==> src/rtl/ttt_pkg.sv <==
// ttt_pkg -- shared definitions for the tic-tac-toe game controller.
//   cell_t     : 2-bit cell codes stored in the packed board
//   state_t    : controller state enumeration
//   NUM_CELLS  : number of board cells (3x3)
//   CELL_IDX_W : width of a cell index on the move ports
//   get_cell / set_cell : safe indexed access into the packed board
package ttt_pkg;

  localparam int NUM_CELLS  = 9;
  localparam int CELL_IDX_W = 4;
  localparam int BOARD_W    = 2 * NUM_CELLS;

  typedef enum logic [1:0] {
    EMPTY  = 2'b00,
    PLAYER = 2'b01,
    BOT    = 2'b10
  } cell_t;

  typedef enum logic [2:0] {
    IDLE,
    P_TURN,
    P_CHECK,
    B_TURN,
    B_CHECK,
    DONE
  } state_t;

  // Read one cell. Indices past the last cell read as 11 so they never
  // look empty and a move to them is rejected with no extra compare.
  function automatic logic [1:0] get_cell(input logic [BOARD_W-1:0]    b,
                                          input logic [CELL_IDX_W-1:0] idx);
    logic [1:0] r;
    r = 2'b11;
    for (int i = 0; i < NUM_CELLS; i++) begin
      if (idx == CELL_IDX_W'(i)) r = b[2*i +: 2];
    end
    return r;
  endfunction

  // Write one cell; out-of-range indices leave the board untouched.
  function automatic logic [BOARD_W-1:0] set_cell(input logic [BOARD_W-1:0]    b,
                                                  input logic [CELL_IDX_W-1:0] idx,
                                                  input cell_t                 code);
    logic [BOARD_W-1:0] r;
    r = b;
    for (int i = 0; i < NUM_CELLS; i++) begin
      if (idx == CELL_IDX_W'(i)) r[2*i +: 2] = code;
    end
    return r;
  endfunction

endpackage

==> src/rtl/win_checker.sv <==
// win_checker -- combinational three-in-a-row detector.
// Ports:
//   board_i  [17:0] packed board, cell n at [2n+1:2n]
//   winner_o [1:0]  PLAYER / BOT when that side owns a full line, else EMPTY
module win_checker
  import ttt_pkg::*;
(
  input  logic [BOARD_W-1:0] board_i,
  output logic [1:0]         winner_o
);

  function automatic logic owns(input logic [BOARD_W-1:0] b,
                                input int a, input int m, input int z,
                                input cell_t code);
    return (b[2*a +: 2] == code) && (b[2*m +: 2] == code) && (b[2*z +: 2] == code);
  endfunction

  // Any of the eight lines: three rows, three columns, two diagonals.
  function automatic logic any_line(input logic [BOARD_W-1:0] b, input cell_t code);
    return owns(b, 0, 1, 2, code) | owns(b, 3, 4, 5, code) | owns(b, 6, 7, 8, code) |
           owns(b, 0, 3, 6, code) | owns(b, 1, 4, 7, code) | owns(b, 2, 5, 8, code) |
           owns(b, 0, 4, 8, code) | owns(b, 2, 4, 6, code);
  endfunction

  always_comb begin
    // Both sides cannot own a line in legal play; player wins the tie.
    if (any_line(board_i, PLAYER))   winner_o = PLAYER;
    else if (any_line(board_i, BOT)) winner_o = BOT;
    else                             winner_o = EMPTY;
  end

endmodule

==> src/rtl/ttt_game_ctrl.sv <==
// ttt_game_ctrl -- tic-tac-toe game controller between a player port and a
// bot engine. Validates moves, keeps the registered board, and reports the
// game result after each move is checked.
// Parameters:
//   BOT_FIRST   1 = bot moves first after start
//   TIMEOUT_CYC player move timeout in clk cycles (only with the macro below)
// Optional feature: define TTT_MOVE_TIMEOUT_EN to forfeit a player turn that
// sees no accepted move within TIMEOUT_CYC cycles.
// Ports:
//   clk, rst (sync, active-high), start
//   move_valid, move_cell[3:0]      player move strobe / target
//   bot_req (out), bot_ack, bot_cell[3:0]  bot handshake
//   board[17:0], player_turn, move_err, winner[1:0], draw, game_over
module ttt_game_ctrl
  import ttt_pkg::*;
#(
  parameter int unsigned BOT_FIRST   = 0,
  parameter int unsigned TIMEOUT_CYC = 1000
) (
  input  logic                  clk,
  input  logic                  rst,
  input  logic                  start,
  input  logic                  move_valid,
  input  logic [CELL_IDX_W-1:0] move_cell,
  output logic                  bot_req,
  input  logic                  bot_ack,
  input  logic [CELL_IDX_W-1:0] bot_cell,
  output logic [BOARD_W-1:0]    board,
  output logic                  player_turn,
  output logic                  move_err,
  output logic [1:0]            winner,
  output logic                  draw,
  output logic                  game_over
);

  localparam logic [3:0] FULL_CNT = 4'(NUM_CELLS);

  state_t               state_q, state_d;
  logic [BOARD_W-1:0]   board_q, board_d;
  logic [3:0]           cnt_q, cnt_d;
  logic [1:0]           winner_q, winner_d;
  logic                 draw_q, draw_d;
  logic                 move_err_q, move_err_d;

  logic [1:0]           chk_winner;
  logic [3:0]           cnt_inc;
  logic                 player_ok;
  logic                 bot_ok;

`ifdef TTT_MOVE_TIMEOUT_EN
  localparam int            TO_W    = (TIMEOUT_CYC > 2) ? $clog2(TIMEOUT_CYC) : 1;
  localparam logic [TO_W-1:0] TO_LAST = TO_W'(TIMEOUT_CYC - 1);

  logic [TO_W-1:0] to_cnt_q, to_cnt_d;
  logic            to_expired;

  assign to_expired = (to_cnt_q == TO_LAST);
`endif

  win_checker u_win_checker (
    .board_i  (board_q),
    .winner_o (chk_winner)
  );

  // Move count saturates at a full board so it can never wrap.
  assign cnt_inc   = (cnt_q >= FULL_CNT) ? FULL_CNT : cnt_q + 4'd1;
  assign player_ok = move_valid && (get_cell(board_q, move_cell) == EMPTY);
  assign bot_ok    = bot_ack    && (get_cell(board_q, bot_cell)  == EMPTY);

  // NOTE: combinational blocks use blocking '=' and assign every output a
  // default first, so no path through the case can infer a latch.
  always_comb begin
    state_d    = state_q;
    board_d    = board_q;
    cnt_d      = cnt_q;
    winner_d   = winner_q;
    draw_d     = draw_q;
    move_err_d = 1'b0;
`ifdef TTT_MOVE_TIMEOUT_EN
    // Cleared in every other state, so P_TURN is always entered at 0.
    to_cnt_d   = '0;
`endif

    unique case (state_q)
      IDLE, DONE: begin
        if (start) begin
          board_d  = '0;
          cnt_d    = '0;
          winner_d = EMPTY;
          draw_d   = 1'b0;
          state_d  = (BOT_FIRST != 0) ? B_TURN : P_TURN;
        end
      end

      P_TURN: begin
        if (player_ok) begin
          board_d = set_cell(board_q, move_cell, PLAYER);
          cnt_d   = cnt_inc;
          state_d = P_CHECK;
        end else begin
          if (move_valid) move_err_d = 1'b1;
`ifdef TTT_MOVE_TIMEOUT_EN
          // A legal move on the expiry cycle took the branch above instead.
          if (to_expired) begin
            move_err_d = 1'b1;
            state_d    = B_TURN;
          end else begin
            to_cnt_d = to_cnt_q + 1'b1;
          end
`endif
        end
      end

      B_TURN: begin
        if (bot_ok) begin
          board_d = set_cell(board_q, bot_cell, BOT);
          cnt_d   = cnt_inc;
          state_d = B_CHECK;
        end else if (bot_ack) begin
          move_err_d = 1'b1;
        end
      end

      P_CHECK, B_CHECK: begin
        // A win beats a full board, so a ninth-move win never flags draw.
        if (chk_winner != EMPTY) begin
          winner_d = chk_winner;
          state_d  = DONE;
        end else if (cnt_q == FULL_CNT) begin
          draw_d  = 1'b1;
          state_d = DONE;
        end else begin
          state_d = (state_q == P_CHECK) ? B_TURN : P_TURN;
        end
      end

      default: state_d = IDLE;
    endcase
  end

  // NOTE: sequential state uses non-blocking '<=' so every register samples
  // the values from before this edge, independent of statement order.
  always_ff @(posedge clk) begin
    if (rst) begin
      state_q    <= IDLE;
      board_q    <= '0;
      cnt_q      <= '0;
      winner_q   <= EMPTY;
      draw_q     <= 1'b0;
      move_err_q <= 1'b0;
    end else begin
      state_q    <= state_d;
      board_q    <= board_d;
      cnt_q      <= cnt_d;
      winner_q   <= winner_d;
      draw_q     <= draw_d;
      move_err_q <= move_err_d;
    end
  end

`ifdef TTT_MOVE_TIMEOUT_EN
  always_ff @(posedge clk) begin
    if (rst) to_cnt_q <= '0;
    else     to_cnt_q <= to_cnt_d;
  end
`endif

  assign board       = board_q;
  assign winner      = winner_q;
  assign draw        = draw_q;
  assign move_err    = move_err_q;
  assign player_turn = (state_q == P_TURN);
  assign bot_req     = (state_q == B_TURN);
  assign game_over   = (state_q == DONE);

endmodule
==> config.mk <==
export PLATFORM = sky130hd
export DESIGN_NAME = ttt_game_ctrl
export DESIGN_NICKNAME = d
export VERILOG_FILES = /design/src/rtl/ttt_pkg.sv /design/src/rtl/win_checker.sv /design/src/rtl/ttt_game_ctrl.sv
export SDC_FILE = /design/constraint.sdc
export NUM_CORES = 1
export LEC_CHECK = 0
export ABC_AREA = 0
export BUFFER_PORTS_ARGS = -buffer_cell sky130_fd_sc_hd__buf_2
export CAP_MARGIN = 20
export CORE_ASPECT_RATIO = 0.8
export CORE_UTILIZATION = 45
export DETAILED_ROUTE_END_ITERATION = 6
export HOLD_SLACK_MARGIN = 0.1
export PLACE_DENSITY = 0.66
export SYNTH_ARGS = -nofsm -noshare
export SYNTH_HDL_FRONTEND = slang
export SYNTH_SLANG_ARGS = --single-unit
==> constraint.sdc <==
create_clock -name clk -period 4.25 [get_ports clk]
set_input_delay 0.6375 -clock clk [delete_from_list [all_inputs] [get_ports clk]]
set_output_delay 0.6375 -clock clk [all_outputs]
set_load 0.05 [all_outputs]
==> impl_metrics.json, run 1 <==
{
  "status": "completed",
  "synthDistinctLibCells": 59,
  "finalHoldViolCount": 0,
  "cp_max_fo": 11,
  "fin_crit_ns": 3.12,
  "endpoint": "winner[0]",
  "io_buffers": 37,
  "grt_first_pass_wirelength_um": 11200,
  "dieArea_um2": 5440,
  "required_ns": 4.45,
  "firstDrtPassIters": 5,
  "cts.htree.levels": 2,
  "p_seq_share_pct": 27.3,
  "tns_ns": 0,
  "crit_type": "reg2reg",
  "yosysTopAreaCell": "dfxtp_1",
  "numCtsBuffers": 5,
  "clk_pin_slew_ns": 0.07,
  "yosys_register_bits": 29,
  "wire_per_inst_um": 17.7,
  "die_w_um": 82.3,
  "core_area_um2": 4760,
  "antenna_found_initial": 0,
  "synth_area_leaders": "dfxtp_1 25%, nand2b_1 5.9%, a21oi_1 5.0%",
  "startpoint_type": "flip-flop",
  "fin_crit_sh_pct": 73.3,
  "combPwrFrac_pct": 49.6,
  "r2r-end": "winner[0]",
  "dp.cells": 383,
  "ir_worst_vdd_uv": 335,
  "ys_top_cells_by_count": "29 x dfxtp_1, 28 x nor2_1, 23 x a21oi_1, 23 x nand2_1, 22 x nand2b_1",
  "post_cts_resized": 0,
  "holdBufCountCts": 0,
  "synth-seq-area-share_pct": 25.0,
  "vias": 2495,
  "track_usage_pct": 27.6,
  "synth_nets": 322,
  "cts.path.max_buffers": 2,
  "slew_headroom_pct": 38.4,
  "drt_iter0_drc": 242,
  "p_int_uw": 773,
  "cts_tree": "yes",
  "fp-row-count": 22,
  "dp_hpwl_um": 4910,
  "max_freq_ghz": 0.321,
  "critical_path.startpoint": "state_q[0]",
  "syn_area_um2": 2320,
  "drive_gt1_share_pct": 17.8,
  "reg2reg_depth": 7,
  "cts_root_buf": "clkbuf_8",
  "cp-end-kind": "flip-flop",
  "p_switching_uw": 732,
  "grt_overflow": 0,
  "synth_cells": 306,
  "syn_avg_cell_area_um2": 7.58,
  "swShare_pct": 48.6,
  "timing.rr.start": "state_q[0]",
  "final.fill_count": 464,
  "power_leakage_uw": 0.000961,
  "ioPinCount": 38,
  "cp.arrival_ns": 3.32,
  "drv_slew": 0,
  "yosysWarningCount": 0,
  "ff2ff_setup_slack_ns": 1.13,
  "vias_per_cell": 6.38,
  "cap_violations": 0,
  "num_antenna_cells": 0,
  "area_growth_pct": 12.0,
  "synth_top_area_share_pct": 25.0,
  "nNetsFinal": 346,
  "p_clk_share_pct": 23.1,
  "post-synth-top-count-cell": "dfxtp_1",
  "tightest_slew_ns": 0.924,
  "min_path_type": "reg2reg",
  "die_h_um": 66.2,
  "worstSkewPairLatency_ns": 0.29,
  "rsz0062_at_grt": "no",
  "ys_async_sr_fraction_pct": 0,
  "place_congestion": 1.00,
  "fin_cells": 391,
  "ant_nets": 0,
  "skew_ns": 0.00298,
  "cts_setup_buffers": 0,
  "drc": 0,
  "grt_start_max_net_pins": 32,
  "powerDensity_nw_per_um2": 580,
  "initial_core_util_pct": 48.7,
  "setup_violations": 0,
  "grt_pass1_vias": 2182,
  "synth-edff-count": 0,
  "synth_ff_type": "dfxtp_1",
  "wirelength_um": 6940,
  "clock_sinks": 29
}
==> cells by family (layout without fill, tap and decap cells) <==
group / after synthesis / after routing / synth area share (%)
AND/OR/NAND/NOR: 130 / 130 / 30.5
adder cells (fa/ha/maj): 3 / 3 / 1.62
buffers and inverters: 33 / 58 / 7.12
flip-flops: 29 / 29 / 25.0
multiplexers: 6 / 6 / 2.81
AO/OA/AOI/OAI: 104 / 104 / 32.5
XOR/XNOR: 1 / 1 / 0.378
==> placed cells by master (no fill, tap or decap), types with 3 or more instances in the layout <==
cell type | netlist | layout
nand2_1 | 23 | 23
a311oi_2 | 4 | 4
nor2b_1 | 16 | 16
inv_1 | 13 | 13
a41oi_1 | 4 | 4
a211oi_1 | 4 | 4
buf_2 | 6 | 37
a311oi_1 | 5 | 5
ha_1 | 3 | 3
o31ai_1 | 5 | 5
o21ai_0 | 16 | 16
a21oi_1 | 23 | 23
dfxtp_1 | 29 | 29
nand2b_1 | 22 | 22
o211ai_1 | 4 | 4
a31oi_1 | 7 | 7
nor3_1 | 9 | 9
mux2_1 | 3 | 3
nand3b_1 | 4 | 4
o22ai_1 | 10 | 10
nor2_1 | 28 | 28
nand3_1 | 12 | 12
clkbuf_8 | 0 | 5
==> per-stage QoR <==
step | setup slack, ns | hold slack [ns] | area, µm² | util [%] | power, µW
after floorplan | 1.82 | 0.461 | 2320 | - | 1040
after global placement | 1.26 | 0.456 | 2460 | 51.7 | 1140
after detailed placement | 1.21 | 0.459 | 2460 | 51.7 | 1140
after CTS | 1.19 | 0.471 | 2600 | 54.5 | 1500
after global routing | 0.862 | 0.499 | 2600 | 54.5 | 1590
final | 1.13 | 0.468 | 2600 | 54.5 | 1510
==> critical path, stage by stage, from the launching register on <==
cell and delay (ns):
dfxtp_1 0.50, nor2b_4 0.33, nand2b_1 0.33, inv_1 0.49, a21boi_4 0.12, o221ai_1 0.76, nor2_1 0.22, o31ai_1 0.27
==> metal layers <==
layer  global-route usage (%)  share of wire (%)
met2                     38.6                 41
met1                     41.9                 47
met4                     8.99                1.9
met3                     4.41                9.9
met5                        0                  0
==> state kept, by name, indices dropped and copies added, names as in the netlist <==
register  count
board        18
cnt_q         4
state_q       3
winner        2
draw          1
move_err      1
==> power groups by stage <==
stage,Clock (µW),Combinational (µW),Sequential (µW)
2_1_floorplan,0,575,463
3_3_place_gp,0,727,412
3_5_place_dp,0,732,413
4_1_cts,352,736,408
5_1_grt,363,806,419
6_report,348,746,411
==> worst min-delay path by stage <==
stage | start | endpoint | slack (ns) | depth (start not counted)
3_5_place_dp | winner[1] | winner[1] | 0.46 | 2
3_3_place_gp | winner[1] | winner[1] | 0.46 | 2
6_report | winner[1] | winner[1] | 0.47 | 2
4_1_cts | winner[1] | winner[1] | 0.47 | 2
5_1_grt | winner[1] | winner[1] | 0.50 | 2
2_1_floorplan | cnt_q[1] | cnt_q[1] | 0.46 | 2
==> cell type report <==
class	instances	area [µm²]	area share [%]
Clock buffer	5	68.8	2.65
Clock inverter	3	65.1	2.51
Inverter	13	48.8	1.88
Multi-Input combinational cell	244	1570	60.6
Sequential cell	29	581	22.4
Tap cell	60	75.1	2.89
Timing Repair Buffer	37	185	7.13
Power figures use the tool's default switching activity.
==> run 2, diff against run 1 <==
==> constraint.sdc (replaced) <==
create_clock -name clk -period 2.9 [get_ports clk]
set_input_delay 0.435 -clock clk [delete_from_list [all_inputs] [get_ports clk]]
set_output_delay 0.435 -clock clk [all_outputs]
set_load 0.05 [all_outputs]
==> run 2 against run 1 <==
Against the previous run:
- setup slack lost 0.71 ns
- critical path type unchanged
- combinational power grew 60%
- sequential power grew 41%
- worst hold slack lost 0.0049 ns
- flip-flop and latch count is the same
- critical endpoint is now board[1]
- core utilization grew 0.89 points
- sequential share of layout area shrank 0.36 points
- die area is the same
- clock skew grew 0.0014 ns
- maximum frequency grew 26%
- largest power group unchanged
- largest cell class unchanged
- register-to-register slack lost 0.71 ns
- non-clock buffer count grew 8
==> impl_metrics.json, run 2 (synthesis results as in run 1) <==
{
  "drt_iter0_drc": 274,
  "skew_ns": 0.00438,
  "critical_path.startpoint": "state_q[0]",
  "grt_first_pass_wirelength_um": 10900,
  "powerDensity_nw_per_um2": 833,
  "setup_violations": 0,
  "firstDrtPassIters": 5,
  "placement.cell_area_um2": 2520,
  "reg2reg_depth": 7,
  "cap_violations": 0,
  "crit_family": "compound AO/OA/AOI/OAI gates",
  "status": "completed",
  "clock_sinks": 29,
  "slowest_delay_ns": 0.51,
  "power_leakage_uw": 0.000990,
  "grt_pass1_vias": 2133,
  "initial_core_util_pct": 48.7,
  "required_ns": 3.06,
  "largest_reg_flops": 18,
  "antenna_found_initial": 0,
  "hold_path_end": "winner[0]",
  "finalHoldViolCount": 0,
  "cp.arrival_ns": 2.64,
  "crit_buf_inv": 0,
  "vias_per_cell": 6.16,
  "cts.htree.levels": 2,
  "cts.path.max_buffers": 2,
  "dieArea_um2": 5440,
  "io_buffers": 37,
  "drc": 0,
  "cpMaxStageDelayCell": "dfxtp_1",
  "track_usage_pct": 26.7,
  "ioPinCount": 38,
  "tightest_slew_ns": 0.610,
  "drv_slew": 0,
  "rsz0062_at_grt": "no",
  "r2r-end": "board[1]",
  "startpoint_type": "flip-flop",
  "fin_crit_sh_pct": 85.3,
  "grt_overflow": 0,
  "cts_tree": "yes",
  "wire_per_inst_um": 17.3,
  "final_cell_mix": "37 x buf_2, 29 x dfxtp_1, 28 x nor2_1, 23 x nand2_1, 23 x a21oi_1",
  "crit_type": "reg2reg",
  "hp-start": "winner[0]",
  "ant_nets": 0,
  "die_h_um": 66.2,
  "cts_root_buf": "clkbuf_8",
  "final.fill_count": 491,
  "cp-end-kind": "flip-flop",
  "area_growth_pct": 13.8,
  "fp-row-count": 22,
  "path_cells": "nor2b_4 > or4_4 > o2111ai_1 > a21oi_1 > o221a_4 > o211ai_1 > mux2_1",
  "place_congestion": 0.948,
  "finalPower_uw": 2200,
  "min_path_type": "reg2reg",
  "cts_setup_buffers": 0,
  "drive_gt1_share_pct": 19.5,
  "max_freq_ghz": 0.404,
  "timing.rr.start": "state_q[0]",
  "design_area_um2": 2640,
  "dp_hpwl_um": 5170,
  "slew_headroom_pct": 59.3,
  "core_area_um2": 4760,
  "num_antenna_cells": 0,
  "grt_start_max_net_pins": 31,
  "nNetsFinal": 354,
  "worstSkewPairLatency_ns": 0.28,
  "post_cts_resized": 0,
  "hold_ws_ns": 0.463,
  "die_w_um": 82.3,
  "cp_max_fo": 26,
  "mostFrequentLayoutCell": "buf_2",
  "numCtsBuffers": 5,
  "tns_ns": 0,
  "ff2ff_setup_slack_ns": 0.42,
  "min_path_cells": 2,
  "clk_pin_slew_ns": 0.06,
  "wirelength_um": 6890,
  "ir_worst_vdd_uv": 580,
  "holdBufCountCts": 0,
  "fin_crit_ns": 2.48,
  "vias": 2457
}
run 2: cell types whose count changed in the layout (fill, tap and decap cells not counted), sizes merged:
| cell | change |
|---|---|
| buf | +8 |
| clkbuf | +2 |
| clkinv | -1 |
| bufinv | -1 |
run 2: tightest hold or removal path: cells and delay by family, from the launching register on:
kind / cells / cell delay [ns]
compound gates: 1 / 0.06
buf+inv: 1 / 0.05
flops: 1 / 0.31
run 2: cell type report:
cell class / count / area (µm²) / share of cell area [%]
Multi-Input combinational cell: 244 / 1570 / 59.6
Sequential cell: 29 / 581 / 22.0
Timing Repair Buffer: 45 / 245 / 9.29
Clock buffer: 7 / 86.3 / 3.27
Tap cell: 60 / 75.1 / 2.84
Inverter: 13 / 48.8 / 1.85
Clock inverter: 1 / 30.0 / 1.14
run 2: through the flow:
step | cells | util, % | setup WS [ns]
5_1_grt | 399 | 55.4 | 0.267
3_5_place_dp | 391 | 53.0 | 0.269
3_3_place_gp | 391 | 53.0 | 0.304
2_1_floorplan | 306 | - | 0.475
4_1_cts | 399 | 55.4 | 0.473
6_report | 399 | 55.4 | 0.425
run 2: worst max path at each step:
| stage | end | slack, ns | depth (start not counted) |
|---|---|---|---|
| after floorplan | board[8] | 0.47 | 10 |
| after global placement | board[1] | 0.30 | 8 |
| after detailed placement | board[1] | 0.27 | 8 |
| after CTS | board[1] | 0.47 | 7 |
| after global routing | board[1] | 0.27 | 7 |
| final | board[1] | 0.42 | 7 |
run 2: power breakdown:
part / switching (µW) / internal [µW] / leakage [µW] / total, µW
sequential: 119 / 462 / 0.000235 / 581
combinational: 797 / 389 / 0.000696 / 1190
clock: 152 / 280 / 0.0000585 / 432
total: 1070 / 1130 / 0.000990 / 2200
run 2: metal layers:
metal  track usage, %  vias to the layer above  wire [µm]
li1                 -                     1202          -
met1             39.4                     1134       3370
met2             39.2                      110       2890
met3             4.97                       11        534
met4             7.02                        0         93
met5                0                        -          0
==> run 3, diff against run 2 <==
--- a/config.mk
+++ b/config.mk
@@ -9,10 +9,10 @@
 export BUFFER_PORTS_ARGS = -buffer_cell sky130_fd_sc_hd__buf_2
 export CAP_MARGIN = 20
 export CORE_ASPECT_RATIO = 0.8
-export CORE_UTILIZATION = 45
+export CORE_UTILIZATION = 50
 export DETAILED_ROUTE_END_ITERATION = 6
 export HOLD_SLACK_MARGIN = 0.1
-export PLACE_DENSITY = 0.66
+export PLACE_DENSITY = 0.75
 export SYNTH_ARGS = -nofsm -noshare
 export SYNTH_HDL_FRONTEND = slang
 export SYNTH_SLANG_ARGS = --single-unit
==> constraint.sdc (replaced) <==
create_clock -name clk -period 2.1 [get_ports clk]
set_input_delay 0.315 -clock clk [delete_from_list [all_inputs] [get_ports clk]]
set_output_delay 0.315 -clock clk [all_outputs]
set_load 0.05 [all_outputs]
==> run 3 against run 2 <==
Against the previous run:
- design area increased by 26%
- critical endpoint is now board[5]
- non-clock buffer count increased by 60
- clock skew increased by 0.0078 ns
- routed wire length increased by 28%
- worst hold slack got worse by 0.079 ns
- flip-flop and latch count unchanged
- global-route usage increased by 7.2 points
- power increased by 74%
- first-iteration DRC count increased by 50%
- the flow now finishes with violations (negative setup slack)
- core utilization increased by 22 points
- die area decreased by 9.7%
==> impl_metrics.json, run 3 (synthesis results as in run 1) <==
{
  "grt_first_pass_wirelength_um": 12700,
  "cts.path.max_buffers": 2,
  "firstDrtPassIters": 7,
  "rsz0062_at_grt": "yes",
  "cp.arrival_ns": 2.39,
  "crit_buf_inv": 2,
  "clk_pin_slew_ns": 0.08,
  "numCtsBuffers": 5,
  "min_path_type": "in2reg",
  "setup_slack_ns": -0.120,
  "power_leakage_uw": 0.00135,
  "ir_worst_vdd_uv": 859,
  "dp_hpwl_um": 5770,
  "cts_root_buf": "clkbuf_8",
  "cts_tree": "yes",
  "slew_headroom_pct": 63.6,
  "area_growth_pct": 43.8,
  "max_freq_ghz": 0.450,
  "powerDensity_nw_per_um2": 1150,
  "finalHoldViolCount": 0,
  "required_ns": 2.27,
  "drc": 0,
  "drv_slew": 0,
  "largest_reg_flops": 18,
  "p_int_uw": 2020,
  "wirelength_um": 8850,
  "io_buffers": 37,
  "grt_pass1_vias": 2550,
  "drive_gt1_share_pct": 42.8,
  "grt_overflow": 0,
  "swShare_pct": 47.1,
  "skew_ns": 0.0122,
  "p_clk_share_pct": 16.2,
  "vias": 2936,
  "holdBufCountCts": 0,
  "wl_met1_um": 3560,
  "dieArea_um2": 4910,
  "grt_start_max_net_pins": 26,
  "fp-row-count": 21,
  "crit_type": "reg2reg",
  "wire_per_inst_um": 19.4,
  "initial_core_util_pct": 53.8,
  "placement.cell_area_um2": 2930,
  "maxUsedRoutingLayer": "met4",
  "postLayoutCoreUtil_pct": 77.4,
  "met2_length_um": 3940,
  "status": "finished, violations left",
  "final.fill_count": 300,
  "antenna_found_initial": 0,
  "cp_max_fo": 8,
  "die_w_um": 78.1,
  "worstSkewPairLatency_ns": 0.29,
  "mostFrequentLayoutCell": "buf_4",
  "ioPinCount": 38,
  "slowest_delay_ns": 0.33,
  "cts.htree.levels": 2,
  "min_path_cells": 3,
  "setup_violations": 10,
  "startpoint_type": "flip-flop",
  "cp-end-kind": "flip-flop",
  "met3WireLength_um": 1110,
  "final_cell_mix": "62 x buf_4, 36 x buf_2, 24 x nor2_1, 23 x nand2_1, 21 x nand2b_1",
  "reg2reg_depth": 9,
  "num_antenna_cells": 0,
  "cp.depth": 9,
  "place_congestion": 1.02,
  "cpMaxStageDelayCell": "a311oi_1",
  "vias_per_cell": 6.42,
  "cap_violations": 0,
  "die_h_um": 62.9,
  "nNetsFinal": 415,
  "combPwrFrac_pct": 63.3,
  "finalPower_uw": 3820,
  "p_seq_share_pct": 20.5,
  "fin_crit_ns": 2.22,
  "tightest_slew_ns": 0.546,
  "clock_sinks": 29,
  "fin_crit_sh_pct": 106,
  "violations": "negative setup slack",
  "ant_nets": 0,
  "p_switching_uw": 1800,
  "design_area_um2": 3330,
  "path_cells": "buf_4 > nor3_2 > a21oi_1 > o32a_1 > a21oi_4 > buf_6 > o221a_4 > a41oi_1 > a311oi_1",
  "crit_family": "compound AO/OA/AOI/OAI gates",
  "track_usage_pct": 34.0,
  "core_area_um2": 4310,
  "drt_iter0_drc": 412,
  "hold_ws_ns": 0.384
}
==> run 3: worst reg2reg max path, stage by stage, from the launching register on <==
cell	delay (ns)
dfxtp_2	0.32
buf_4	0.16
nor3_2	0.19
a21oi_1	0.08
o32a_1	0.25
a21oi_4	0.21
buf_6	0.13
o221a_4	0.27
a41oi_1	0.16
a311oi_1	0.33
==> run 3: area by class of cell <==
class	instances	area [µm²]	share of cell area, %
Clock buffer	7	86.3	2.59
Clock inverter	1	30.0	0.901
Inverter	13	48.8	1.46
Multi-Input combinational cell	245	1760	52.7
Sequential cell	29	607	18.2
Tap cell	57	71.3	2.14
Timing Repair Buffer	105	733	22.0
==> run 3: routing by layer <==
metal,vias up,track usage (%)
met5,-,0
met4,0,10.9
met3,36,9.20
met2,202,52.5
met1,1358,45.6
li1,1340,-
==> run 3: power by group through the flow <==
stage | sequential (µW) | combinational [µW] | clock (µW)
after global routing | 790 | 2530 | 643
after detailed placement | 762 | 1930 | 0
after CTS | 755 | 2060 | 614
after floorplan | 945 | 1170 | 0
after global placement | 761 | 1890 | 0
final | 782 | 2410 | 620
==> run 3: per-stage QoR <==
stage | cells | TNS [ns] | worst slack, ns
after floorplan | 306 | -0.0325 | -0.0224
after global placement | 437 | -4.89 | -0.284
after detailed placement | 437 | -5.73 | -0.304
after CTS | 449 | 0 | 0.00165
after global routing | 457 | -0.825 | -0.126
final | 457 | -0.495 | -0.120
==> run 3: what timing repair did <==
action                                  in CTS  in global routing
buffers inserted                             3                  8
endpoints found under the setup margin      12                 26
pin swaps                                    5                 17
cloned                                       1                  0
gates resized for setup                      9                 43
==> run 3: path summary, 6_finish.rpt <==
path	from	to	slack [ns]
worst min register to register	winner[0]	winner[0]	0.47
worst max-delay path	board[8]	board[5]	-0.12
worst max register to register	board[8]	board[5]	-0.12
worst min-delay path	bot_ack	move_err	0.38
